--- config.mk ---
export PLATFORM = sky130hd
export DESIGN_NAME = uart_rx_packet_ctrl_flat
export DESIGN_NICKNAME = d
export VERILOG_FILES = /design/src/rtl/uart_rx_packet_ctrl_if.sv /design/src/rtl/uart_rx_packet_ctrl.sv /design/src/flat_wrapper.sv
export SDC_FILE = /design/constraint.sdc
export NUM_CORES = 1
export LEC_CHECK = 0
export ABC_AREA = 1
export CAP_MARGIN = 30
export CORE_MARGIN = 10
export CORE_UTILIZATION = 30
export CTS_CLUSTER_SIZE = 25
export DETAILED_ROUTE_END_ITERATION = 10
export GPL_TIMING_DRIVEN = 1
export PLACE_DENSITY_LB_ADDON = 0.3
export SLEW_MARGIN = 10
export SYNTH_ARGS = -nofsm -noshare
export SYNTH_HDL_FRONTEND = slang
export SYNTH_SLANG_ARGS = --single-unit
--- constraint.sdc ---
create_clock -name CLK100MHZ -period 3.3 [get_ports CLK100MHZ]
set_clock_uncertainty 0.1 [all_clocks]
set_input_delay 0.33 -clock CLK100MHZ [delete_from_list [all_inputs] [get_ports CLK100MHZ]]
set_output_delay 0.33 -clock CLK100MHZ [all_outputs]
set_load 0.005 [all_outputs]
--- src/rtl/uart_rx_packet_ctrl_if.sv ---
// Receiver-side and buffer-side signal bundle for the packet loader.
// master: the packet controller. slave: the receiver/buffer/host environment.
interface uart_rx_packet_ctrl_if #(
  parameter int DATA_WIDTH = 8,
  parameter int WORD_BYTES = 2,
  parameter int ADDR_WIDTH = 10
);
  // host control
  logic                             enable;
  logic [ADDR_WIDTH-1:0]            base_addr;
  // byte receiver
  logic [DATA_WIDTH-1:0]            rx_data;
  logic                             rx_done;
  logic                             rx_en;
  // on-chip buffer write port
  logic                             mem_we;
  logic [ADDR_WIDTH-1:0]            mem_addr;
  logic [DATA_WIDTH*WORD_BYTES-1:0] mem_wdata;
  // packet status
  logic                             busy;
  logic                             pkt_ok;
  logic                             pkt_err;
  logic [7:0]                       words_written;

  modport master (
    input  enable, base_addr, rx_data, rx_done,
    output rx_en, mem_we, mem_addr, mem_wdata, busy, pkt_ok, pkt_err, words_written
  );

  modport slave (
    output enable, base_addr, rx_data, rx_done,
    input  rx_en, mem_we, mem_addr, mem_wdata, busy, pkt_ok, pkt_err, words_written
  );
endinterface

--- src/rtl/uart_rx_packet_ctrl.sv ---
// Packet loader: parses SYNC / LEN / payload / checksum frames from a byte
// receiver, packs payload bytes little-endian into buffer words and reports
// the outcome of each packet with one-cycle status pulses.
module uart_rx_packet_ctrl #(
  parameter int                    DATA_WIDTH     = 8,
  parameter int                    WORD_BYTES     = 2,   // 1..4
  parameter int                    ADDR_WIDTH     = 10,
  parameter logic [DATA_WIDTH-1:0] SYNC_BYTE      = 8'hA5,
  parameter int                    TIMEOUT_CYCLES = 1000000  // must be >= 2
) (
  input  logic                  CLK100MHZ,
  input  logic                  reset,
  uart_rx_packet_ctrl_if.master bus
);

  typedef enum logic [2:0] {
    ST_IDLE,
    ST_LEN,
    ST_PAYLOAD,
    ST_CSUM,
    ST_DONE
  } state_t;

  localparam int WORD_WIDTH = DATA_WIDTH * WORD_BYTES;
  localparam int TO_WIDTH   = $clog2(TIMEOUT_CYCLES + 1);
  // The counter reads 0 in the cycle after a byte, so expiring at T-2 puts the
  // error pulse exactly TIMEOUT_CYCLES cycles after the last received byte.
  localparam logic [TO_WIDTH-1:0] TO_EXPIRE = TO_WIDTH'(TIMEOUT_CYCLES - 2);
  localparam logic [1:0]          LAST_LANE = 2'(WORD_BYTES - 1);

  state_t                                 state_reg, state_next;
  logic [ADDR_WIDTH-1:0]                  base_reg, base_next;
  logic [7:0]                             len_reg, len_next;
  logic [DATA_WIDTH-1:0]                  csum_reg, csum_next;
  logic [1:0]                             byte_idx_reg, byte_idx_next;
  logic [7:0]                             word_idx_reg, word_idx_next;
  logic [TO_WIDTH-1:0]                    timeout_cnt_reg, timeout_cnt_next;
  logic [WORD_BYTES-1:0][DATA_WIDTH-1:0]  lanes_reg, lanes_next;
  logic [WORD_BYTES-1:0][DATA_WIDTH-1:0]  lanes_upd;

  logic                                   rx_en_reg, rx_en_next;
  logic                                   mem_we_reg, mem_we_next;
  logic [ADDR_WIDTH-1:0]                  mem_addr_reg, mem_addr_next;
  logic [WORD_WIDTH-1:0]                  mem_wdata_reg, mem_wdata_next;
  logic                                   busy_reg, busy_next;
  logic                                   pkt_ok_reg, pkt_ok_next;
  logic                                   pkt_err_reg, pkt_err_next;
  logic [7:0]                             words_written_reg, words_written_next;

  logic                                   in_packet;
  logic                                   timeout_hit;
  logic                                   abort_pkt;

  // Word being assembled with the incoming byte dropped into lane byte_idx.
  generate
    for (genvar gi = 0; gi < WORD_BYTES; gi++) begin : g_lane
      assign lanes_upd[gi] = (byte_idx_reg == 2'(gi)) ? bus.rx_data : lanes_reg[gi];
    end
  endgenerate

  assign in_packet   = (state_reg == ST_LEN) || (state_reg == ST_PAYLOAD) ||
                       (state_reg == ST_CSUM);
  assign timeout_hit = (timeout_cnt_reg == TO_EXPIRE);
  // A byte arriving on the expiry cycle wins over the timeout.
  assign abort_pkt   = in_packet && (!bus.enable || (!bus.rx_done && timeout_hit));

  // Next-state and datapath decisions for the frame parser.
  always_comb begin
    state_next         = state_reg;
    base_next          = base_reg;
    len_next           = len_reg;
    csum_next          = csum_reg;
    byte_idx_next      = byte_idx_reg;
    word_idx_next      = word_idx_reg;
    lanes_next         = lanes_reg;
    timeout_cnt_next   = '0;
    rx_en_next         = bus.enable;
    mem_we_next        = 1'b0;
    mem_addr_next      = mem_addr_reg;
    mem_wdata_next     = mem_wdata_reg;
    busy_next          = busy_reg;
    pkt_ok_next        = 1'b0;
    pkt_err_next       = 1'b0;
    words_written_next = words_written_reg;

    if (in_packet && !bus.rx_done) begin
      timeout_cnt_next = timeout_cnt_reg + 1'b1;
    end

    if (abort_pkt) begin
      state_next   = ST_DONE;
      pkt_err_next = 1'b1;
    end else begin
      case (state_reg)
        ST_IDLE: begin
          if (bus.rx_done && (bus.rx_data == SYNC_BYTE)) begin
            state_next         = ST_LEN;
            base_next          = bus.base_addr;
            csum_next          = '0;
            byte_idx_next      = '0;
            word_idx_next      = '0;
            words_written_next = '0;
            busy_next          = 1'b1;
          end
        end

        ST_LEN: begin
          if (bus.rx_done) begin
            len_next = 8'(bus.rx_data);
            if (bus.rx_data == '0) begin
              state_next   = ST_DONE;
              pkt_err_next = 1'b1;
            end else begin
              state_next = ST_PAYLOAD;
            end
          end
        end

        ST_PAYLOAD: begin
          if (bus.rx_done) begin
            lanes_next = lanes_upd;
            csum_next  = csum_reg + bus.rx_data;
            if (byte_idx_reg == LAST_LANE) begin
              mem_we_next        = 1'b1;
              mem_addr_next      = base_reg + ADDR_WIDTH'(word_idx_reg);
              mem_wdata_next     = lanes_upd;
              byte_idx_next      = '0;
              word_idx_next      = word_idx_reg + 8'd1;
              words_written_next = words_written_reg + 8'd1;
              if (word_idx_reg == (len_reg - 8'd1)) begin
                state_next = ST_CSUM;
              end
            end else begin
              byte_idx_next = byte_idx_reg + 2'd1;
            end
          end
        end

        ST_CSUM: begin
          if (bus.rx_done) begin
            state_next = ST_DONE;
            if (bus.rx_data == csum_reg) begin
              pkt_ok_next = 1'b1;
            end else begin
              pkt_err_next = 1'b1;
            end
          end
        end

        ST_DONE: begin
          // Status pulse is on the outputs this cycle; bytes are ignored.
          state_next = ST_IDLE;
          busy_next  = 1'b0;
        end

        default: begin
          state_next = ST_IDLE;
          busy_next  = 1'b0;
        end
      endcase
    end
  end

  // State and output registers; reset abandons any packet in flight silently.
  always_ff @(posedge CLK100MHZ) begin
    if (reset) begin
      state_reg         <= ST_IDLE;
      base_reg          <= '0;
      len_reg           <= '0;
      csum_reg          <= '0;
      byte_idx_reg      <= '0;
      word_idx_reg      <= '0;
      timeout_cnt_reg   <= '0;
      lanes_reg         <= '0;
      rx_en_reg         <= 1'b0;
      mem_we_reg        <= 1'b0;
      mem_addr_reg      <= '0;
      mem_wdata_reg     <= '0;
      busy_reg          <= 1'b0;
      pkt_ok_reg        <= 1'b0;
      pkt_err_reg       <= 1'b0;
      words_written_reg <= '0;
    end else begin
      state_reg         <= state_next;
      base_reg          <= base_next;
      len_reg           <= len_next;
      csum_reg          <= csum_next;
      byte_idx_reg      <= byte_idx_next;
      word_idx_reg      <= word_idx_next;
      timeout_cnt_reg   <= timeout_cnt_next;
      lanes_reg         <= lanes_next;
      rx_en_reg         <= rx_en_next;
      mem_we_reg        <= mem_we_next;
      mem_addr_reg      <= mem_addr_next;
      mem_wdata_reg     <= mem_wdata_next;
      busy_reg          <= busy_next;
      pkt_ok_reg        <= pkt_ok_next;
      pkt_err_reg       <= pkt_err_next;
      words_written_reg <= words_written_next;
    end
  end

  assign bus.rx_en         = rx_en_reg;
  assign bus.mem_we        = mem_we_reg;
  assign bus.mem_addr      = mem_addr_reg;
  assign bus.mem_wdata     = mem_wdata_reg;
  assign bus.busy          = busy_reg;
  assign bus.pkt_ok        = pkt_ok_reg;
  assign bus.pkt_err       = pkt_err_reg;
  assign bus.words_written = words_written_reg;

endmodule
--- src/flat_wrapper.sv ---
// flat-port wrapper written by rule: the top's interface ports become plain ports
module uart_rx_packet_ctrl_flat 
#(
  parameter int                    DATA_WIDTH     = 8,
  parameter int                    WORD_BYTES     = 2,          
  parameter int                    ADDR_WIDTH     = 10,
  parameter logic [DATA_WIDTH-1:0] SYNC_BYTE      = 8'hA5,
  parameter int                    TIMEOUT_CYCLES = 1000000                 
)
  (CLK100MHZ, reset, bus_enable, bus_base_addr, bus_rx_data, bus_rx_done, bus_rx_en, bus_mem_we, bus_mem_addr, bus_mem_wdata, bus_busy, bus_pkt_ok, bus_pkt_err, bus_words_written);
  uart_rx_packet_ctrl_if #(.DATA_WIDTH(DATA_WIDTH), .WORD_BYTES(WORD_BYTES), .ADDR_WIDTH(ADDR_WIDTH)) bus_i ();
  input  logic CLK100MHZ;
  input  logic reset;
  input wire logic [$bits(bus_i.enable)-1:0] bus_enable;
  input wire logic [$bits(bus_i.base_addr)-1:0] bus_base_addr;
  input wire logic [$bits(bus_i.rx_data)-1:0] bus_rx_data;
  input wire logic [$bits(bus_i.rx_done)-1:0] bus_rx_done;
  output wire logic [$bits(bus_i.rx_en)-1:0] bus_rx_en;
  output wire logic [$bits(bus_i.mem_we)-1:0] bus_mem_we;
  output wire logic [$bits(bus_i.mem_addr)-1:0] bus_mem_addr;
  output wire logic [$bits(bus_i.mem_wdata)-1:0] bus_mem_wdata;
  output wire logic [$bits(bus_i.busy)-1:0] bus_busy;
  output wire logic [$bits(bus_i.pkt_ok)-1:0] bus_pkt_ok;
  output wire logic [$bits(bus_i.pkt_err)-1:0] bus_pkt_err;
  output wire logic [$bits(bus_i.words_written)-1:0] bus_words_written;
  assign bus_i.enable = bus_enable;
  assign bus_i.base_addr = bus_base_addr;
  assign bus_i.rx_data = bus_rx_data;
  assign bus_i.rx_done = bus_rx_done;
  assign bus_rx_en = bus_i.rx_en;
  assign bus_mem_we = bus_i.mem_we;
  assign bus_mem_addr = bus_i.mem_addr;
  assign bus_mem_wdata = bus_i.mem_wdata;
  assign bus_busy = bus_i.busy;
  assign bus_pkt_ok = bus_i.pkt_ok;
  assign bus_pkt_err = bus_i.pkt_err;
  assign bus_words_written = bus_i.words_written;
  uart_rx_packet_ctrl #(.DATA_WIDTH(DATA_WIDTH), .WORD_BYTES(WORD_BYTES), .ADDR_WIDTH(ADDR_WIDTH), .SYNC_BYTE(SYNC_BYTE), .TIMEOUT_CYCLES(TIMEOUT_CYCLES)) u_core (.CLK100MHZ(CLK100MHZ), .reset(reset), .bus(bus_i));
endmodule
==> reports/summary.txt, run 1 <==
Status -> complete, no violations
Cell area after synthesis -> 0.005489 sq mm
Via density -> 4.646
Die height -> 155.3 um
Max Freq -> 414.1 MHz
DRT Pass-1 Iters -> 5
Worst Tran Pin Value -> 0.9183 ns
First-pass GRT wire length -> 22.67 mm
Rel. slew slack -> 38.55%
Hold-fix buffers, CTS -> 0
Die X -> 155.3 um
Pwr dens -> 528.1 mW/mm^2
Final ANT Viol Nets -> 0
Synthesized flop and latch total -> 106
CP Capture Type -> register
Vias in the first global route -> 4474
CTS clk-pin slew, worst paths -> 0.07 ns
Initial antenna violation count -> 0
Worst hold path startpoint -> u_core.timeout_cnt_reg[0]
Setup TNS -> 0 ns
Data required, critical path -> 3.44 ns
Cells after Synth -> 752
Final period util -> 73.17%
DRC -> 0
IO Count -> 61
Fin worst setup slack -> 0.8853 ns
Worst-Skew Late Latency -> 0.36 ns
DR vias -> 4804
Drt initial violations -> 262
Synth Flop Type -> dfxtp_1
Sequential-to-total area share from yosys stat -> 38.66%
GRT Resource Usage Total -> 11.36%
FP Rows -> 49
Clock buffer depth -> 2
R2R Setup Slk -> 0.89 ns
Post-synth ARST share -> 0%
Arrival @ worst endpoint -> 2.56 ns
Setup CP Type -> register to register
Hold Vio Cnt, Final -> 0
GRT overflow -> 0
Maxcap violations -> 0
Post-route cell area -> 0.006591 sq mm
Syn Nets -> 796
GPL Wtd Cong -> 0.8212
Final Max Slew Viols -> 0
Leakage -> 2.448 nW
Yosys cell types -> 46
Post-CTS setup buffer count -> 0
Initial Utilization -> 30.56%
Worst Hold Path Cells -> 1
Final setup fails -> 0
Max rail drop VDD -> 307.7 uV
DP Area -> 0.006252 sq mm
Crit Path Max Fanout -> 6
Number of synthesized flops with an enable pin -> 0
Die area -> 0.02411 sq mm
Ant diodes -> 0
Post-CTS resize count -> 0
Port-buffer cells -> 60
Final WL -> 13.59 mm
Min Tclk post-route -> 2.415 ns
Pwr Total -> 3.481 mW
Pin count of the biggest net entering global routing -> 49
Hold Crit Class -> register to register
CTS Buf Count -> 9
Core area -> 0.01796 sq mm
Startpoint Class -> register
Clk root buf -> clkbuf_16
FF-to-FF Start -> u_core.word_idx_reg[0]
Ratio of cells with drive above 1 in the final layout -> 5.839%
Post-place setup slack -> 0.7447 ns
WHS Endpoint -> u_core.timeout_cnt_reg[0]
Post-DP HPWL -> 10.09 mm
Num Clock Sinks -> 106
R2r endpoint -> u_core.bus.mem_addr[6]
Mean area per synthesized cell -> 7.299 sq um
Most frequent cells in the layout -> 130 x nand2_1, 106 x dfxtp_1, 96 x nor2_1, 85 x inv_1, 70 x a21oi_1
Nets -> 845
RSZ-0062 raised after global routing -> no
FF-to-FF path depth -> 8
Area grow syn2layout -> 20.08%
Commonest non-fill, non-tap cell in the layout -> nand2_1
Synth warn -> 0
CTS tree -> built
Max reg flops -> 20
Wire per inst -> 13.15 um
H-tree depth -> 3
[kinds of logic after synthesis]
| kind of cell | count (synthesis) | synth area share, % |
|---|---|---|
| muxes | 4 | 0.7295 |
| xor gates and xnor gates | 28 | 4.468 |
| buffers and inverters | 118 | 9.277 |
| DFF | 106 | 38.66 |
| adders and majority gates | 22 | 5.288 |
| and+or+nand+nor | 321 | 26.40 |
| AOI/OAI and AO/OA | 153 | 15.18 |
[worst max path at each step]
stage / slack (ns) / startpoint / cells past startpoint / to
global route: 0.78 / u_core.word_idx_reg[0] / 8 / u_core.bus.mem_addr[6]
floorplan: 1.30 / u_core.word_idx_reg[0] / 8 / u_core.bus.mem_addr[6]
finish: 0.89 / u_core.word_idx_reg[0] / 8 / u_core.bus.mem_addr[6]
detailed placement: 0.74 / bus_rx_data[6] / 11 / u_core.byte_idx_reg[1]
CTS: 0.93 / u_core.word_idx_reg[0] / 8 / u_core.bus.mem_addr[6]
global placement: 0.72 / bus_rx_data[6] / 11 / u_core.word_idx_reg[1]
[per-stage QoR]
stage	hold WS (ns)	std cells	utilization (%)
5_1_grt	0.3750	1034	36.69
4_1_cts	0.3560	1034	36.69
6_report	0.3531	1034	36.69
3_5_place_dp	0.3449	1019	34.81
2_1_floorplan	0.3173	752	-
3_3_place_gp	0.3309	1019	34.81
[metal layers]
metal	share of wire (%)	vias up	GRT usage, %
met2	47	71	18.58
met3	4.3	16	2.923
met4	1.0	0	4.100
met1	48	2155	14.10
li1	-	2562	-
met5	0	-	0
[worst max-delay path, cell delays in order, from the launching register on]
cell     delay [ns]
dfxtp_1        0.46
ha_1           0.23
inv_1          0.06
fa_1           0.39
o21ai_0        0.42
a21oi_1        0.12
o21ai_0        0.23
xnor2_1        0.19
a21oi_1        0.09
[power breakdown]
group	internal (mW)	switching [mW]
Sequential	1.36	0.0662
Combinational	0.285	0.530
Clock	0.740	0.495
Total	2.39	1.09
[synth_stat cells, types with 2 or more instances]
| master | n | share of area, % |
|---|---|---|
| a211oi_1 | 9 | 1.2 |
| a21boi_0 | 2 | 0.27 |
| a21oi_1 | 70 | 6.4 |
| a21oi_2 | 4 | 0.64 |
| buf_2 | 6 | 0.55 |
| buf_4 | 2 | 0.27 |
| buf_6 | 4 | 0.82 |
| clkbuf_1 | 12 | 0.82 |
| dfxtp_1 | 106 | 39 |
| fa_1 | 2 | 0.73 |
| ha_1 | 20 | 4.6 |
| inv_1 | 85 | 5.8 |
| inv_2 | 5 | 0.34 |
| mux2i_1 | 4 | 0.73 |
| nand2_1 | 130 | 8.9 |
| nand2_2 | 3 | 0.34 |
| nand3_1 | 40 | 3.6 |
| nand3_2 | 2 | 0.36 |
| nand4_1 | 19 | 2.2 |
| nor2_1 | 96 | 6.6 |
| nor2_2 | 2 | 0.23 |
| nor2_4 | 2 | 0.41 |
| nor3_1 | 12 | 1.1 |
| nor3b_1 | 4 | 0.55 |
| nor4_1 | 4 | 0.46 |
| o21ai_0 | 54 | 4.9 |
| o21ai_1 | 8 | 0.73 |
| xnor2_1 | 11 | 1.8 |
| xor2_1 | 17 | 2.7 |
[area by class of cell]
cell class | count | area [sq um]
Fill cell | 1924 | 11370
Sequential cell | 106 | 2122
Clock inverter | 6 | 113.9
Multi-Input combinational cell | 528 | 2858
Timing Repair Buffer | 64 | 630.6
Tap cell | 229 | 286.5
Inverter | 92 | 355.3
Clock buffer | 9 | 225.2
Note: power is estimated with default switching activity, not from simulation.
==> inputs of run 2 (changes only) <==
- clock period: 3.3 -> 2.3 ns (I/O delays scaled with it)
==> run 2 against run 1 <==
Die area unchanged. First-iteration DRC count shrank 31%. Power increased by 42%. Cell count rose by 2.8%. Routed wire length grew 3.2%. Flip-flop and latch count is the same. Sequential share of layout area is 0.98 points lower. Sequential power rose by 43%. Largest cell class unchanged.
==> reports/summary.txt, run 2 (same netlist as run 1, synthesis figures left out) <==
Clk root buf -> clkbuf_16
Clock power share -> 31.9%
Delay-heaviest family, CP -> adder cells
Hold Vio Cnt, Final -> 0
Max Freq -> 484.1 MHz
Startpoint Class -> register
Vias in the first global route -> 4580
Worst-Skew Late Latency -> 0.36 ns
Sw Pwr -> 1.668 mW
Worst Tran Pin Value -> 0.4367 ns
Ratio of cells with drive above 1 in the final layout -> 9.113%
Global Route met3 Usage -> 2.509%
DRT Pass-1 Iters -> 4
Post-DP HPWL -> 10.35 mm
IO Count -> 61
Worst hold slack -> 0.3462 ns
Pin count of the biggest net entering global routing -> 49
Pwr Total -> 4.959 mW
Setup CP Type -> register to register
Leakage -> 2.583 nW
CP Capture Type -> register
Final period util -> 89.82%
Die height -> 155.3 um
Core area -> 0.01796 sq mm
DR vias -> 4923
Setup TNS -> 0 ns
CP max stage delay -> 0.40 ns
Post-CTS resize count -> 0
Initial Utilization -> 30.56%
GRT Resource Usage Total -> 11.55%
First-pass GRT wire length -> 23.13 mm
Final ANT Viol Nets -> 0
FP Rows -> 49
Port-buffer cells -> 60
Crit Path Max Fanout -> 3
H-tree depth -> 3
Max rail drop VDD -> 383.9 uV
Wire per inst -> 13.19 um
CTS Buf Count -> 9
Hold-fix buffers, CTS -> 0
Final Non-Filler Cells -> 1063
Via density -> 4.631
Max reg flops -> 20
Nets -> 873
Slowest CP cell -> fa_1
Post-CTS setup buffer count -> 0
CTS clk-pin slew, worst paths -> 0.07 ns
Arrival @ worst endpoint -> 2.20 ns
Post-place setup slack -> 0.002687 ns
Die X -> 155.3 um
Final setup fails -> 0
Rel. slew slack -> 70.82%
Area grow syn2layout -> 23.87%
Comb pwr share -> 26.9%
Die area -> 0.02411 sq mm
Internal -> 3.291 mW
# placed instances -> 1047
GRT overflow -> 0
Min Tclk post-route -> 2.066 ns
RSZ-0062 raised after global routing -> no
Ant diodes -> 0
Met1 GRT Util -> 14.80%
Initial antenna violation count -> 0
CTS tree -> built
Drt initial violations -> 182
Fin worst setup slack -> 0.2342 ns
Final WL -> 14.02 mm
GPL Wtd Cong -> 0.8051
Commonest non-fill, non-tap cell in the layout -> nand2_1
Switching portion of total power -> 33.63%
Crit-path cells -> ha_1, inv_1, fa_1, o21ai_0, buf_4, a21oi_1, o21ai_0, xnor2_1, a21oi_1
Reg power frac -> 41.2%
Hold Crit Class -> register to register
GR peak layer -> met2
Pwr dens -> 729.4 mW/mm^2
Most frequent cells in the layout -> 130 x nand2_1, 106 x dfxtp_1, 96 x nor2_1, 85 x inv_1, 70 x a21oi_1
Status -> complete, no violations
Final Max Slew Viols -> 0
CP bufs+invs -> 2
Clock buffer depth -> 2
Data required, critical path -> 2.44 ns
Num Clock Sinks -> 106
GR met2 Demand/Resource -> 18.69%
DRC -> 0
Maxcap violations -> 0
run 2: cell types whose count changed in the layout (fill, tap and decap cells not counted):
cell and change:
inv_6 -1, inv_8 +2, bufinv_16 -3, buf_12 +3
buf_4 +25, clkbuf_8 +2, clkinv_4 +1
run 2: final cells by class:
type                       count  area [sq um]
multi-input combinational    528          2858
fill                        1923         11160
timing repair buffer          92         878.3
clock inverter                 5         46.29
inverter                      92         355.3
tap                          229         286.5
clock buffer                  11         252.7
sequential                   106          2122
run 2: worst register-to-register path: stages (launching register included):
cell,delay [ns]
dfxtp_1,0.37
ha_1,0.19
inv_1,0.05
fa_1,0.40
o21ai_0,0.18
buf_4,0.15
a21oi_1,0.05
o21ai_0,0.19
xnor2_1,0.17
a21oi_1,0.09
run 2: final timing paths:
check	from	end	slack, ns	cells after the start
max	u_core.word_idx_reg[0]	u_core.bus.mem_addr[6]	0.23	9
min reg2reg	u_core.timeout_cnt_reg[0]	u_core.timeout_cnt_reg[0]	0.35	1
min	u_core.timeout_cnt_reg[0]	u_core.timeout_cnt_reg[0]	0.35	1
max reg2reg	u_core.word_idx_reg[0]	u_core.bus.mem_addr[6]	0.23	9
run 2: metal layers:
metal  vias up  routed length [um]
met5         -                   0
met4         0                 207
met3        11                 554
met2        58                6473
met1      2226                6785
li1       2628                   -
run 2: stage by stage:
| stage | instance area (sq um) | utilization [%] |
|---|---|---|
| 4_1_cts | 6799 | 37.85 |
| 2_1_floorplan | 5489 | - |
| 6_report | 6799 | 37.85 |
| 3_3_place_gp | 6500 | 36.18 |
| 3_5_place_dp | 6500 | 36.18 |
| 5_1_grt | 6799 | 37.85 |
run 2: power by group through the flow:
stage	combinational, mW	sequential, mW	clock (mW)
floorplan	0.915	2.07	0
CTS	1.35	2.04	1.62
global route	1.51	2.06	1.70
detailed placement	1.35	2.09	0
finish	1.33	2.04	1.58
global placement	1.33	2.09	0
==> inputs of run 3 (changes only) <==
- CTS_CLUSTER_SIZE: 25 -> 24
- DONT_BUFFER_PORTS: not set -> 1
==> run 3 against run 2 <==
Register-to-register slack worse by 0.02 ns. Die area stayed put. Cell count is 5.8% lower. Largest cell class unchanged. Critical path type unchanged.
==> reports/summary.txt, run 3 (same netlist as run 1, synthesis figures left out) <==
Worst Tran Pin Value -> 0.4801 ns
Die area -> 0.02411 sq mm
Final WL -> 14.26 mm
Port-buffer cells -> 0
Die height -> 155.3 um
Area of the multi-input gates -> 0.002858 sq mm
H-tree depth -> 3
Initial antenna violation count -> 0
Drt initial violations -> 315
GPL Wtd Cong -> 0.8170
M1 wire length -> 6.694 mm
Post-DP HPWL -> 10.05 mm
Worst-Skew Late Latency -> 0.36 ns
Rel. slew slack -> 67.58%
Crit-path cells -> inv_1, fa_1, o21ai_1, a21oi_1, o21ai_0, xnor2_1, a21oi_1
Final ANT Viol Nets -> 0
Via density -> 4.705
RSZ-0062 raised after global routing -> no
Ratio of cells with drive above 1 in the final layout -> 7.254%
Num Clock Sinks -> 106
Setup CP Type -> register to register
CTS Buf Count -> 9
Max reg flops -> 20
Met3 WL post-DR -> 719 um
CP bufs+invs -> 1
IO Count -> 61
Max rail drop VDD -> 374.3 uV
Leakage -> 2.321 nW
Initial Utilization -> 30.56%
GRT overflow -> 0
CTS tree -> built
DRC -> 0
Area grow syn2layout -> 12.65%
Startpoint Class -> register
Ant diodes -> 0
Crit path top cell by count -> a21oi_1
Wire per inst -> 14.25 um
Hold Crit Class -> primary input to register
First-pass GRT wire length -> 23.50 mm
Fin worst setup slack -> 0.2157 ns
Die X -> 155.3 um
Clock buffer depth -> 2
Slowest CP cell -> fa_1
Pwr dens -> 762.9 mW/mm^2
Hold Vio Cnt, Final -> 0
Worst hold path startpoint -> bus_rx_data[0]
Pin count of the biggest net entering global routing -> 49
Post-CTS setup buffer count -> 0
Max Freq -> 479.8 MHz
Final period util -> 90.62%
Post-place setup slack -> 0.1368 ns
FILL cells -> 1934
Setup TNS -> 0 ns
CTS clk-pin slew, worst paths -> 0.07 ns
Top sig layer -> met4
Nets -> 811
Data required, critical path -> 2.45 ns
DR vias -> 4710
GRT Resource Usage Total -> 11.96%
Crit Path Max Fanout -> 5
DRT Pass-1 Iters -> 4
Most frequent cells in the layout -> 130 x nand2_1, 106 x dfxtp_1, 96 x nor2_1, 85 x inv_1, 70 x a21oi_1
Final setup fails -> 0
Delay-heaviest family, CP -> compound AO/OA/AOI/OAI gates
Maxcap violations -> 0
Arrival @ worst endpoint -> 2.23 ns
Worst setup startpoint -> u_core.word_idx_reg[1]
Final Max Slew Viols -> 0
Min Tclk post-route -> 2.084 ns
Clk root buf -> clkbuf_16
Core area -> 0.01796 sq mm
Commonest non-fill, non-tap cell in the layout -> nand2_1
Met2 wire length -> 6.638 mm
FP Rows -> 49
CP max stage delay -> 0.46 ns
CP Capture Type -> register
FF-to-FF Start -> u_core.word_idx_reg[1]
Vias in the first global route -> 4581
Status -> complete, no violations
Sequential Area -> 0.002122 sq mm
-- run 3: repair_timing --
item / 4_1_cts / 5_1_grt
endpoints found under the hold margin: 59 / 0
gates resized for setup: 0 / 1
hold buffers: 19 / 0
endpoints found under the setup margin: 0 / 2
-- run 3: where the power goes --
part,internal [mW],total (mW),switching (mW)
combinational,0.398,1.17,0.774
sequential,1.96,2.05,0.0933
clock,0.743,1.49,0.752
-- run 3: cell type report --
class	instances	share of cell area (%)
clock inverter	7	0.8701
multi-input combinational	528	46.22
clock buffer	9	3.642
timing repair buffer	30	4.573
inverter	92	5.747
sequential	106	34.32
tap	229	4.634
-- run 3: worst paths after layout --
check	cells after the start	slack [ns]	to
max reg2reg	7	0.22	u_core.bus.mem_addr[6]
max	7	0.22	u_core.bus.mem_addr[6]
min	2	0.002	u_core.len_reg[0]
min reg2reg	2	0.35	u_core.base_reg[0]
-- run 3: worst reg2reg max path, cell delays in order, from the launching register on --
cell	delay (ns)
dfxtp_1	0.43
inv_1	0.13
fa_1	0.46
o21ai_1	0.32
a21oi_1	0.10
o21ai_0	0.21
xnor2_1	0.15
a21oi_1	0.07
-- run 3: per-stage QoR --
stage | std cells | hold slack (ns) | util (%) | instance area [sq um] | total power, mW
floorplan | 752 | 0.2668 | - | 5489 | 2.988
global placement | 966 | 0.2065 | 31.75 | 5704 | 3.221
detailed placement | 966 | 0.2096 | 31.75 | 5704 | 3.224
CTS | 1001 | 0.002088 | 34.42 | 6183 | 4.776
global route | 1001 | 0.01190 | 34.42 | 6183 | 5.023
finish | 1001 | 0.001764 | 34.42 | 6183 | 4.717
-- run 3: routing by layer --
metal / vias up / track usage, %
li1: 2504 / -
met5: - / 0
met3: 19 / 2.895
met4: 0 / 4.100
met2: 70 / 19.76
met1: 2117 / 14.86
